===== src/rtl/cache_controller.sv =====
// rtl/cache_controller.sv - write-back cache controller FSM with saturating miss counter

module cache_controller #(
  parameter int          INDEX_BITS = 6,
  parameter int          TAG_BITS   = 10,
  parameter logic [15:0] MISS_MAX   = 16'hFFFF
) (
  input  logic                clk,
  input  logic                rst,
  input  logic                cpu_req,
  input  logic                cpu_we,
  input  logic [31:0]         cpu_addr,
  output logic                cpu_ready,
  output logic                cpu_done,
  input  logic                cache_hit,
  input  logic                cache_valid,
  input  logic                cache_dirty,
  input  logic [TAG_BITS-1:0] victim_tag,
  output logic [31:0]         cache_addr,
  output logic                we_cache,
  output logic                set_valid,
  output logic                set_dirty,
  output logic                sel_mem,
  output logic                mem_req,
  output logic                mem_we,
  output logic [31:0]         mem_addr,
  input  logic                mem_ack,
  output logic [15:0]         miss_count
);

  typedef enum logic [1:0] {
    IDLE      = 2'd0,
    COMPARE   = 2'd1,
    WRITEBACK = 2'd2,
    ALLOCATE  = 2'd3
  } state_t;

  state_t      state;
  state_t      next_state;
  logic [31:0] req_addr;
  logic        req_we;
  logic [31:0] wb_addr;

  // Victim address keeps the request's upper bits and index, with the stored tag swapped in.
  assign wb_addr = {req_addr[31:INDEX_BITS+TAG_BITS], victim_tag, req_addr[INDEX_BITS-1:0]};

  // State register, request latch and miss counter; reset abandons any access in flight.
  always_ff @(posedge clk or posedge rst) begin
    if (rst) begin
      state      <= IDLE;
      req_addr   <= '0;
      req_we     <= 1'b0;
      miss_count <= '0;
    end else begin
      state <= next_state;
      if (state == IDLE && cpu_req) begin
        req_addr <= cpu_addr;
        req_we   <= cpu_we;
      end
      if (state == COMPARE && !cache_hit && miss_count != MISS_MAX) begin
        miss_count <= miss_count + 16'd1;
      end
    end
  end

  // Next state and all outputs; line status is echoed back unless this cycle updates the line.
  always_comb begin
    next_state = state;
    cpu_ready  = 1'b0;
    cpu_done   = 1'b0;
    cache_addr = req_addr;
    we_cache   = 1'b0;
    set_valid  = cache_valid & ~rst;
    set_dirty  = cache_dirty & ~rst;
    sel_mem    = 1'b0;
    mem_req    = 1'b0;
    mem_we     = 1'b0;
    mem_addr   = '0;
    case (state)
      IDLE: begin
        cpu_ready  = 1'b1;
        cache_addr = cpu_addr;
        if (cpu_req) next_state = COMPARE;
      end
      COMPARE: begin
        if (cache_hit) begin
          cpu_done   = 1'b1;
          next_state = IDLE;
          if (req_we) begin
            we_cache  = 1'b1;
            set_valid = 1'b1;
            set_dirty = 1'b1;
          end
        end else if (cache_valid && cache_dirty) begin
          next_state = WRITEBACK;
        end else begin
          next_state = ALLOCATE;
        end
      end
      WRITEBACK: begin
        mem_req  = 1'b1;
        mem_we   = 1'b1;
        mem_addr = wb_addr;
        if (mem_ack) begin
          set_dirty  = 1'b0;
          next_state = ALLOCATE;
        end
      end
      ALLOCATE: begin
        mem_req  = 1'b1;
        mem_addr = req_addr;
        if (mem_ack) begin
          we_cache   = 1'b1;
          sel_mem    = 1'b1;
          set_valid  = 1'b1;
          set_dirty  = 1'b0;
          next_state = COMPARE;
        end
      end
      default: next_state = IDLE;
    endcase
  end

endmodule


===== config.mk =====
export PLATFORM = sky130hd
export DESIGN_NAME = cache_controller
export DESIGN_NICKNAME = d
export VERILOG_FILES = /design/src/rtl/cache_controller.sv
export SDC_FILE = /design/constraint.sdc
export NUM_CORES = 1
export LEC_CHECK = 0
export CAP_MARGIN = 10
export CORE_ASPECT_RATIO = 1.2
export CORE_MARGIN = 4
export CORE_UTILIZATION = 40
export DETAILED_ROUTE_END_ITERATION = 8
export PLACE_DENSITY = 0.82
export SYNTH_ARGS = -nofsm -noshare
export SYNTH_HDL_FRONTEND = slang
export SYNTH_SLANG_ARGS = --single-unit
export TNS_END_PERCENT = 5

===== constraint.sdc =====
create_clock -name clk -period 4.9 [get_ports clk]
set_input_delay 1.47 -clock clk [delete_from_list [all_inputs] [get_ports clk]]
set_output_delay 1.47 -clock clk [all_outputs]
set_load 0.1 [all_outputs]

* Word level (Yosys, flattened, before mapping) *
Cells that the tools add are included.

word-level totals
  register bits = 51
  bits of input ports = 50
  output and inout port bits = 88
  logic and storage cells = 49

cells by class
  add/subtract/negate cells = 1
  equality and inequality tests = 7
  multiplexer cells = 26
  bitwise logic cells = 3
  reduce and logical (&&, ||, !) cells = 8

operators by type and width
  cell                                           number
  case mux 32 bit (2 select lines)               1
  two-way mux 32 bit                             1
  adder 16 x 1 -> 16 bit, second input constant  1
  two-way mux 1 bit                              16
  inequality test 16 bit, second input constant  1
  two-way mux 2 bit                              4
  case mux 2 bit (4 select lines)                1
  inequality test 2 bit, second input constant   3
  case mux 1 bit (2 select lines)                3
  == test 2 bit, second input constant           2
  logical AND 1 bit                              4
  AND reduction 3 bit                            1
  AND 1 bit                                      2
  == test 2 x 1 -> 1 bit, second input constant  1
  logical NOT 2 bit                              1
  OR reduction 2 bit                             1
  logical NOT 1 bit                              1
  NOT 1 bit                                      1

* Longest topological paths before layout *
  depth in word-level cells = 5
  mapped depth = 7
  gate-level depth less buffers = 6

* Least setup slack after synthesis *
Ideal clock, no wire load.

  path kind = in2out
  from = input port cache_hit
  to = output port set_dirty
  arrival time = 4.519 ns
  data required time = 3.430 ns
  setup slack = -1.089 ns
  cell stages on the path = 3
  buffers on the path = 0
  cell sequence = and2_1 nand2_1 o21ai_0

on the way
  longest elaborated chain between the ends = 2

RTL lines
  item                             line  text
  start: declaration               15    input logic cache_hit,
  two-way mux 1 bit                86    if (cache_hit) begin
  case mux 1 bit (2 select lines)  79    case (state)
  end: declaration                 22    output logic set_dirty,

No other way between the ends.

* Worst setup path in the final report *
  from = input port mem_ack
  to = output port set_dirty

on the way
  longest elaborated chain between the ends = 2

RTL lines
  item                             line      text
  start: declaration               27        input logic mem_ack,
  two-way mux 1 bit                104, 112
  case mux 1 bit (2 select lines)  79

No other way between the ends.

==> results by stage <==
STA:
- The normalized max-slew margin is 34.4%.
- The share of the clock period used by the worst path is around 87%.
- Setup violations remaining at the end of the flow were counted as 0.
- Timing would allow up to about 0.23 GHz.
- Setup repair after global routing left no endpoint under its margin.
- The post-route clock skew is roughly 0.0066 ns.
- The time the worst path needs with I/O delays and setup is between 4 and 5 ns.
- The hold violation total from the final report came to 0.
- For the pin with the worst max-slew slack, the measured transition is ~0.98 ns.
- The number of slew-limit violations in the final report is 0.

Placed design:
- The area of placed instances is between 4000 and 5000 um^2.
- The number of port buffers is roughly 140.
- The global placer's final weighted congestion is 0.834.
- After legalization and detailed placement, the total HPWL measured between 5000 and 6000 um.

Yosys:
- Of all flip-flops after synthesis, the portion carrying an async set or reset was 100%.
- The net count after synthesis is 300.
- For this run, the number of Yosys warnings is 0.
- The commonest cells after synthesis are 67 x sky130_fd_sc_hd__mux2_2, 51 x sky130_fd_sc_hd__dfrtp_1, 23 x sky130_fd_sc_hd__nor2b_1, 10 x sky130_fd_sc_hd__a22o_1.
- Synthesis inferred 51 register bits.
- Counting distinct cell types in the post-synthesis netlist gives 34.
- The synthesized area per cell is approximately 12 um^2.
- The cell count after synthesis came out at around 250.
- In the synthesized netlist the dominant register cell turns out to be sky130_fd_sc_hd__dfrtp_1.
- By area the synthesized netlist is led by sky130_fd_sc_hd__dfrtp_1 45%, sky130_fd_sc_hd__mux2_2 27%, sky130_fd_sc_hd__nor2b_1 5.1%, sky130_fd_sc_hd__a22o_1 3.1%, sky130_fd_sc_hd__ha_1 2.2%.
- The cell area that synthesis handed to floorplanning was 2850 um^2.
- Yosys mapped a number of flops with a built-in enable equal to 0.
- Yosys instantiated no cell more often than sky130_fd_sc_hd__mux2_2.
- The cell taking the most area after synthesis is sky130_fd_sc_hd__dfrtp_1.
- The area fraction of the dominant cell type after synthesis is ~45%.
- Of the synthesized area, sequential elements account for 44.8%.

Status:
- The run finished with clean final reports.

Setup path:
- The endpoint type of the worst setup path is an output pin.
- The worst register-to-register path has a setup slack of approximately 2.1 ns.
- The logic depth of the worst register-to-register path is 5.
- The setup path with the least slack is of type in2out.
- The launch instance of the worst register-to-register path is state[0]$_DFFE_PP0P_.
- Along the worst path, the maximum fanout reaches 3.
- The terminus of the critical flop-to-flop path is req_addr[21]$_DFFE_PP0P_.
- The worst endpoint data arrival time is around 2.8 ns.
- The start point of the critical path is mem_ack.
- The end of the critical path is set_dirty.
- The worst setup path is launched from an input pin.
- At the worst endpoint, the required time is between 3 and 4 ns.

Finish:
- Compared with the post-synthesis result, the final layout area differs by 50.2%.
- The sequential cells in the finished layout cover a total of about 1300 um^2.
- The final design area excluding fillers is between 4000 and 5000 um^2.
- The count of filler cells inserted in the layout is 583.
- The fraction of layout cells with a size suffix above 1 is between 40% and 50%.
- The multi-input combinational cells in the finished layout cover a total of between 1500 and 2000 um^2.
- The repair_antennas step left the layout with diodes totalling 0.
- The final cell utilization of the core is between 60 and 70%.
- The number of nets at the end of the flow is approximately 440.

Global route:
- Global routing used between 10% and 20% of the available tracks across all layers.
- The initial antenna violation count is 0.
- The global-route wire length before repair is ~12000 um.
- Summed over all layers, the global routing overflow is 0.
- The pin count of the biggest net entering global routing is 45.
- The via count of the first global-routing pass is around 2500.

Floorplanning:
- The number of standard-cell rows in the floorplan is 33.
- The region available for standard cell placement spans approximately 7000 um^2.
- The die boundary height is roughly 100 um.
- The full die area is ~8500 um^2.
- For this configuration, the core starts out at a cell density of between 40% and 50%.
- The x dimension of the die is approximately 85 um.
- In this run the count of I/O pins placed on the die edge is roughly 140.

Clock tree:
- Hold repair after CTS inserted 0 buffers.
- In this run the number of H-tree levels came out at 2.
- The tree is rooted in a sky130_fd_sc_hd__clkbuf_8.
- For the worst-skew pair, the clock arrives at the later sink with an insertion delay of roughly 0.29 ns.
- After clock tree synthesis, the clock-pin slew on the worst setup and hold paths is ~0.080 ns.
- The post-CTS setup buffer count is 0.
- TritonCTS created 5 clock buffers.
- In this run, post-CTS repair resized a total of 0 instances.
- The clock tree from TritonCTS is yes.
- For this design, the sink count on the clock tree is between 50 and 60.
- The number of buffers on the longest clock path is 2.

Drt:
- The final routed wire length divided by cell count is approximately 17 um.
- The total iterations of the first detailed-routing run is 4.
- The remaining number of nets flagged by the antenna check after routing is 0.
- The number of DRC violations after detailed-routing iteration 0 is 65.
- The total number of vias is around 2400.
- The detail-routed via count per cell is roughly 5.2.
- The number of DRC violations after detailed routing is 0.
- The routed design has around 7700 um of wire.

Hold path:
- The path category of the worst min-delay check is reg2reg.

Job:
- The tool flagged a number of max-cap violations equal to 0.
[metrics by stage]
stage	hold WS (ns)	TNS, ns	cells	setup WS, ns
6_report	0.526	0	468	0.622
5_1_grt	0.547	0	468	0.519
4_1_cts	0.523	0	468	0.612
3_5_place_dp	0.510	0	460	0.626
3_3_place_gp	0.500	0	460	0.657
2_1_floorplan	0.479	-0.174	245	-0.174
[kinds of logic after synthesis]
logic type	count (synthesis)	share of synthesized area [%]
xor gates and xnor gates	11	3.38
muxes	68	26.9
and+or+nand+nor	67	14.2
AOI/OAI and AO/OA	25	6.07
buffers and inverters	18	2.42
DFF	51	44.8
adders and majority gates	5	2.20
[how the worst min path moves through the flow]
stage                     depth (start not counted)                          to                       start  slack, ns
final                                             1  miss_count[10]$_DFFE_PP0P_  miss_count[10]$_DFFE_PP0P_       0.53
after floorplan                                   1          req_we$_DFFE_PP0P_          req_we$_DFFE_PP0P_       0.48
after global routing                              1     req_addr[4]$_DFFE_PP0P_     req_addr[4]$_DFFE_PP0P_       0.55
after CTS                                         1  miss_count[10]$_DFFE_PP0P_  miss_count[10]$_DFFE_PP0P_       0.52
after global placement                            1    req_addr[31]$_DFFE_PP0P_    req_addr[31]$_DFFE_PP0P_       0.50
after detailed placement                          1  miss_count[10]$_DFFE_PP0P_  miss_count[10]$_DFFE_PP0P_       0.51
[per-layer routing]
layer	up-vias	track usage, %	routed length [um]
met5	-	0	0
met4	0	5.97	141
met3	12	3.69	487
met2	86	30.5	3930
met1	1173	21.8	3190
li1	1153	-	-
[cell usage in the layout, fill, tap and decap left out, drive strengths merged, types with 3 or more instances in the layout]
master and count:
a22o 10, inv 5, nor2b 23, a21oi 7, dfrtp 51, mux2 67, clkdlybuf4s50 65, ha 5
xnor2 6, nand4 5, o21ai 4, xor2 5, nor2 6, buf 75, nand2 7, or3 3
clkbuf 8, nand3 6, nor4 3
[worst max-delay path, stage by stage]
cell                              delay (ns)
sky130_fd_sc_hd__clkdlybuf4s50_1        0.52
sky130_fd_sc_hd__nor2_1                 0.07
sky130_fd_sc_hd__o311ai_0               0.39
sky130_fd_sc_hd__o21ai_2                0.14
sky130_fd_sc_hd__buf_12                 0.21
[state kept, by name, summed over array words and instances (netlist names)]
register and count:
req_addr 32, miss_count 16, state 2, req_we 1
[area by class of cell]
type	count	share of cell area, %
flip-flops and latches	51	29.9
inverters	6	0.615
multi-input cells	176	35.4
clock buffers	8	2.34
repair buffers	140	29.3
well taps	87	2.55
Power is not shown: default switching activity piles up to over one toggle a cycle in this logic, so the estimate is an artifact.
